===== src/rtl/credit_pkg.sv =====
// Shared constants for the credit accumulator: coin codes, coin value table, FSM encoding.
package credit_pkg;

  localparam int CREDIT_W = 8;

  localparam logic [1:0] COIN_1  = 2'b00;
  localparam logic [1:0] COIN_5  = 2'b01;
  localparam logic [1:0] COIN_10 = 2'b10;
  localparam logic [1:0] COIN_50 = 2'b11;

  // Indexed by coin code.
  localparam logic [3:0][CREDIT_W-1:0] COIN_TABLE = {8'd50, 8'd10, 8'd5, 8'd1};

  typedef enum logic [1:0] {
    ST_IDLE = 2'd0,
    ST_ADD  = 2'd1,
    ST_SUB  = 2'd2
  } state_t;

endpackage


===== src/rtl/coin_decoder.sv =====
// Combinational coin code to credit value decoder.
module coin_decoder
  import credit_pkg::*;
(
  input  logic [1:0]          code,
  output logic [CREDIT_W-1:0] value
);

  always_comb begin
    value = '0;
    unique case (code)
      COIN_1:  value = COIN_TABLE[0];
      COIN_5:  value = COIN_TABLE[1];
      COIN_10: value = COIN_TABLE[2];
      COIN_50: value = COIN_TABLE[3];
      default: value = '0;
    endcase
  end

endmodule


===== src/rtl/credit_accumulator.sv =====
// Coin credit accumulator with purchase/refund, using an external adder for credit updates.
// Build option: CREDIT_SATURATE_EN makes an overflowing coin saturate credit at 255 instead of rejecting.
//
// state   | meaning
// IDLE    | waiting for return/buy/coin, output_ready high
// ADD     | credit + coin value presented to the external adder
// SUB     | credit + two's complement of price presented to the adder
module credit_accumulator
  import credit_pkg::*;
#(
  parameter int DATA_W = 8
) (
  input  logic              clk,
  input  logic              reset,
  input  logic              input_coin_valid,
  input  logic [1:0]        input_coin_code,
  input  logic              input_buy_valid,
  input  logic [DATA_W-1:0] input_price,
  input  logic              input_return_valid,
  output logic              output_ready,
  output logic [DATA_W-1:0] output_alu_A,
  output logic [DATA_W-1:0] output_alu_B,
  input  logic [DATA_W-1:0] input_alu_S,
  output logic [DATA_W-1:0] output_credit,
  output logic              output_reject,
  output logic              output_vend,
  output logic [DATA_W-1:0] output_change,
  output logic              output_change_valid
);

  state_t            state, state_d;
  logic [DATA_W-1:0] credit, credit_d;
  logic [DATA_W-1:0] operand, operand_d;
  logic [DATA_W-1:0] coin_value;
  logic [DATA_W-1:0] change_d;
  logic              reject_d, vend_d, change_valid_d;

  coin_decoder u_coin_decoder (
    .code  (input_coin_code),
    .value (coin_value)
  );

  always_ff @(posedge clk or posedge reset) begin
    if (reset) begin
      state               <= ST_IDLE;
      credit              <= '0;
      operand             <= '0;
      output_reject       <= 1'b0;
      output_vend         <= 1'b0;
      output_change       <= '0;
      output_change_valid <= 1'b0;
    end else begin
      state               <= state_d;
      credit              <= credit_d;
      operand             <= operand_d;
      output_reject       <= reject_d;
      output_vend         <= vend_d;
      output_change       <= change_d;
      output_change_valid <= change_valid_d;
    end
  end

  always_comb begin
    state_d        = state;
    credit_d       = credit;
    operand_d      = operand;
    reject_d       = 1'b0;
    vend_d         = 1'b0;
    change_valid_d = 1'b0;
    change_d       = output_change;
    unique case (state)
      ST_IDLE: begin
        if (input_return_valid) begin
          change_d       = credit;
          change_valid_d = 1'b1;
          credit_d       = '0;
        end else if (input_buy_valid) begin
          operand_d = input_price;
          state_d   = ST_SUB;
        end else if (input_coin_valid) begin
          operand_d = coin_value;
          state_d   = ST_ADD;
        end
      end
      ST_ADD: begin
        state_d = ST_IDLE;
        // A wrapped sum is smaller than the credit it started from.
        if (input_alu_S < credit) begin
`ifdef CREDIT_SATURATE_EN
          credit_d = '1;
`else
          reject_d = 1'b1;
`endif
        end else begin
          credit_d = input_alu_S;
        end
      end
      ST_SUB: begin
        state_d = ST_IDLE;
        if (operand > credit) begin
          reject_d = 1'b1;
        end else begin
          credit_d = input_alu_S;
          vend_d   = 1'b1;
        end
      end
      default: state_d = ST_IDLE;
    endcase
  end

  always_comb begin
    output_alu_B = '0;
    unique case (state)
      ST_ADD:  output_alu_B = operand;
      ST_SUB:  output_alu_B = (~operand) + 1'b1;
      default: output_alu_B = '0;
    endcase
  end

  assign output_ready  = (state == ST_IDLE);
  assign output_alu_A  = credit;
  assign output_credit = credit;

endmodule

===== config.mk =====
export PLATFORM = sky130hd
export DESIGN_NAME = credit_accumulator
export DESIGN_NICKNAME = d
export VERILOG_FILES = /design/src/rtl/credit_pkg.sv /design/src/rtl/coin_decoder.sv /design/src/rtl/credit_accumulator.sv
export SDC_FILE = /design/constraint.sdc
export NUM_CORES = 1
export LEC_CHECK = 0
export CAP_MARGIN = 20
export CELL_PAD_IN_SITES_DETAIL_PLACEMENT = 0
export CELL_PAD_IN_SITES_GLOBAL_PLACEMENT = 1
export CORE_ASPECT_RATIO = 1.4
export CORE_MARGIN = 2
export CORE_UTILIZATION = 37
export DETAILED_ROUTE_END_ITERATION = 6
export HOLD_SLACK_MARGIN = 0.05
export MAX_ROUTING_LAYER = met4
export PLACE_DENSITY_LB_ADDON = 0.15
export SLEW_MARGIN = 20
export SYNTH_ARGS = -nofsm -noshare
export SYNTH_HDL_FRONTEND = slang
export SYNTH_SLANG_ARGS = --single-unit

===== constraint.sdc =====
create_clock -name clk -period 5.38 [get_ports clk]
set_clock_uncertainty 0.1 [all_clocks]
set_input_delay 1.076 -clock clk [delete_from_list [all_inputs] [get_ports clk]]
set_output_delay 1.076 -clock clk [all_outputs]
set_load 0.02 [all_outputs]

==> results summary <==
TritonCTS created 5 clock buffers. The die outline area is 5580 µm². The aggregate routed wire length came out at 4.10 mm.

The first global-routing pass estimated 6.83 mm of wire. The largest net degree at the start of global routing came out at 30. The number of cells on the worst reg-to-reg path is 8.

The number of levels in the clock H-tree is 2. The sequential cell area in the final layout came out at 726 µm². The flop and latch count out of synthesis came out at 29. The post-synthesis to final-layout area growth came out at 36.0%. The weighted congestion reported at the end of routability-driven placement came out at 0.775.

STA classifies the critical path endpoint as an output pin. Among all flip-flop cells after synthesis, the most frequent one is dfrtp_1. For this block, the via count after detailed routing is 1550.

Setup total negative slack on the finished layout was measured at 0 ps. The final cell area excluding filler cells is 2510 µm². The largest driver fanout on the critical path is 6. The worst-case headroom to the max-slew limit came out at 43.1%. The sequential power share is 29.3%. After the first detailed-routing iteration, the DRC count stood at 60. After the last flow step, the layout net total stands at 296. The maximum vdd ir drop is 0.000230 V. The total DRC errors in the routed layout came out at 0. The placeable core region is 4840 µm². By area the synthesized netlist is led by dfrtp_1, ha_1, nand2_1. The yosys synthesis warning count is 0. The hold buffer count at cts is 0. Summed over all layers, the global routing overflow is 0. The most area-hungry cell type in the Yosys netlist is dfrtp_1.

The share of async-settable or async-resettable flops after synthesis came out at 100%. The ratio of final minimum period to clock period is 70.5%. The initial standard-cell utilization of the core is 38.1%. The run finished with clean final reports. TritonCTS built the clock tree. The transition time at the pin with the least slew margin is 848 ps.

The time the worst path needs with I/O delays and setup is 3790 ps. The total half-perimeter wirelength after legalization and detailed placement came out at 3.24 mm. The number of hold violations in the final report is 0. The antenna cell count came out at 0.

The required time of the critical path is 4200 ps. From left edge to right edge, the die measures 63.7 µm. The number of nets with antenna violations after detailed routing is 0. Dividing the detail-routed via count by the number of cells gives 4.87. The number of global-route vias before repair was 1535. The buffer levels on the longest clock path is 2.

The layout has 456 filler cells. At the end of the flow the core is filled with cells to 51.9%. The post-synthesis instance total is 201.

The share of post-route cells with drive strength above 1 came out at 4.33%. The clock power share came out at 14.0%. The cell leakage power is 0.00108 µW. The initial antenna violation count is 0. A synthesized cell averages 9.19 µm².

The post-synthesis cell area came out at 1850 µm². The insertion delay to the later sink of the worst-skew pair is 270 ps. The multi-input combinational cells in the finished layout cover a total of 982 µm².

The distinct cell type count of the synthesized netlist came out at 35. The power share of the combinational group came out at 56.7%. The number of clock sinks came out at 29. Setup repair after global routing left no endpoint under its margin. The number of instances resized during post-cts repair came out at 0. The internal cell power is 718 µW. The number of buffers added on ports is 58. The total power divided by cell area is 494 nW/µm². In this run the worst hold path is classified as reg2reg. The number of max-cap violations came out at 0.

The setup fix buffers added after clock tree synthesis is 0. Measured along the y axis, the die boundary spans 87.6 µm. Net switching is 42.2% of the power. For this run, the detailed router's first-pass iteration total came to 4. Synthesis produced a netlist with a net count of 244. The number of synthesized flops with an enable pin is 0. The final standard cell count with taps included and fillers excluded came out at 318. Static timing analysis puts the maximum clock frequency at 264 MHz. The share of the synthesized area in the top cell type is 39.3%. The critical path launch point type is a flip-flop. The total number of placement rows came out at 30. Sorting the synthesized cells by how often they occur yields dfrtp_1, nand2_1, ha_1.

The final number of setup-violating endpoints is 0. The worst hold path was traced through 2 stages. The kind of critical path is reg2out. The total count of max-transition violations in the final report came out at 0. For the worst setup path, the data arrival time is 2620 ps. The tree is rooted in a clkbuf_8. The analysis attributes to net switching a power of 523 µW. During I/O placement, the number of pins put on the boundary was 59.

The clock slew at the register clock pins of the worst setup and hold paths is 60 ps. The total routing usage reported by global routing came out at 16.2%. The standard cell area after detailed placement came out at 2430 µm². The mean routed wirelength per cell is 12.9 µm. The share of the Yosys chip area taken by registers is 39.3%. The cell count after placement came out at 310.
metrics by stage:
stage,total power (µW),hold slack (ps),worst slack [ps]
after floorplan,826,427,2390
after global placement,1070,366,1850
after detailed placement,1080,375,1840
after CTS,1260,389,1550
after global routing,1340,404,1440
final,1240,380,1590
layout by cell type, fill, tap and decap left out, types with 2 or more instances in the layout:
master,synthesis,layout
a211oi_1,2,2
a21boi_1,2,2
a21oi_1,10,10
a22oi_1,7,7
a32o_1,2,2
and2_1,5,5
clkbuf_8,0,5
clkdlybuf4s50_1,0,58
clkinv_2,0,2
dfrtp_1,29,29
ha_1,20,20
inv_1,15,14
inv_2,1,2
mux2i_1,7,7
nand2_1,29,29
nand2b_1,2,2
nor2_1,9,9
nor2b_1,8,8
nor3_1,3,3
o21ai_0,4,4
o21ai_1,16,16
or3_1,2,2
xnor2_1,2,2
routing by layer:
| metal | vias up | share of wire (%) | track usage [%] |
|---|---|---|---|
| met5 | - | 0 | - |
| li1 | 792 | - | - |
| met2 | 41 | 54 | 30.3 |
| met1 | 713 | 42 | 16.6 |
| met4 | 0 | 0.98 | 5.34 |
| met3 | 4 | 3.8 | 3.60 |
worst max-delay path, cell delays in order (launching register included):
cell and delay [ps]:
dfrtp_1 440, or3_1 370, or3_1 370, nor3_1 190, xnor2_1 140, a22oi_1 80, nor2b_1 130, clkdlybuf4s50_1 610
power by group through the flow:
stage	clock (µW)	sequential [µW]	combinational, µW
2_1_floorplan	0	424	402
3_5_place_dp	0	369	714
4_1_cts	180	364	716
3_3_place_gp	0	365	709
5_1_grt	193	377	772
6_report	174	364	703
area by class of cell:
type	instances	area share (%)
flip-flops and latches	29	28.9
inverters	16	2.39
repair buffers	58	23.1
clock buffers	6	2.89
multi-input cells	143	39.1
clock inverters	2	0.399
well taps	64	3.19
logic make-up (layout without fill, tap and decap cells):
kind of cell | count (synthesis) | after routing | synth area share [%]
AO/OA/AOI/OAI | 51 | 51 | 18.5
XOR/XNOR | 2 | 2 | 0.949
adder cells (fa/ha/maj) | 20 | 20 | 13.6
buffers and inverters | 29 | 82 | 7.52
flip-flops | 29 | 29 | 39.3
multiplexers | 8 | 8 | 4.40
AND/OR/NAND/NOR | 62 | 62 | 15.8
state kept, by name (all words and copies together), names as in the netlist:
register,count
state,2
output_vend,1
output_change,8
output_alu_A,8
operand,8
output_change_valid,1
output_reject,1
final timing paths:
path,from,to,slack [ps]
min,output_change[2]$_DFFE_PP0P_,output_change[2]$_DFFE_PP0P_,380
min reg2reg,output_change[2]$_DFFE_PP0P_,output_change[2]$_DFFE_PP0P_,380
max,operand[2]$_DFFE_PP0P_,output_alu_B[7],1590
max in group asynchronous,reset,output_change[2]$_DFFE_PP0P_,3680
max reg2reg,output_alu_A[1]$_DFFE_PP0P_,output_alu_A[6]$_DFFE_PP0P_,2890
min in group asynchronous,reset,output_change_valid$_DFF_PP0_,1100
No activity file was read; power rests on OpenSTA's default activity.
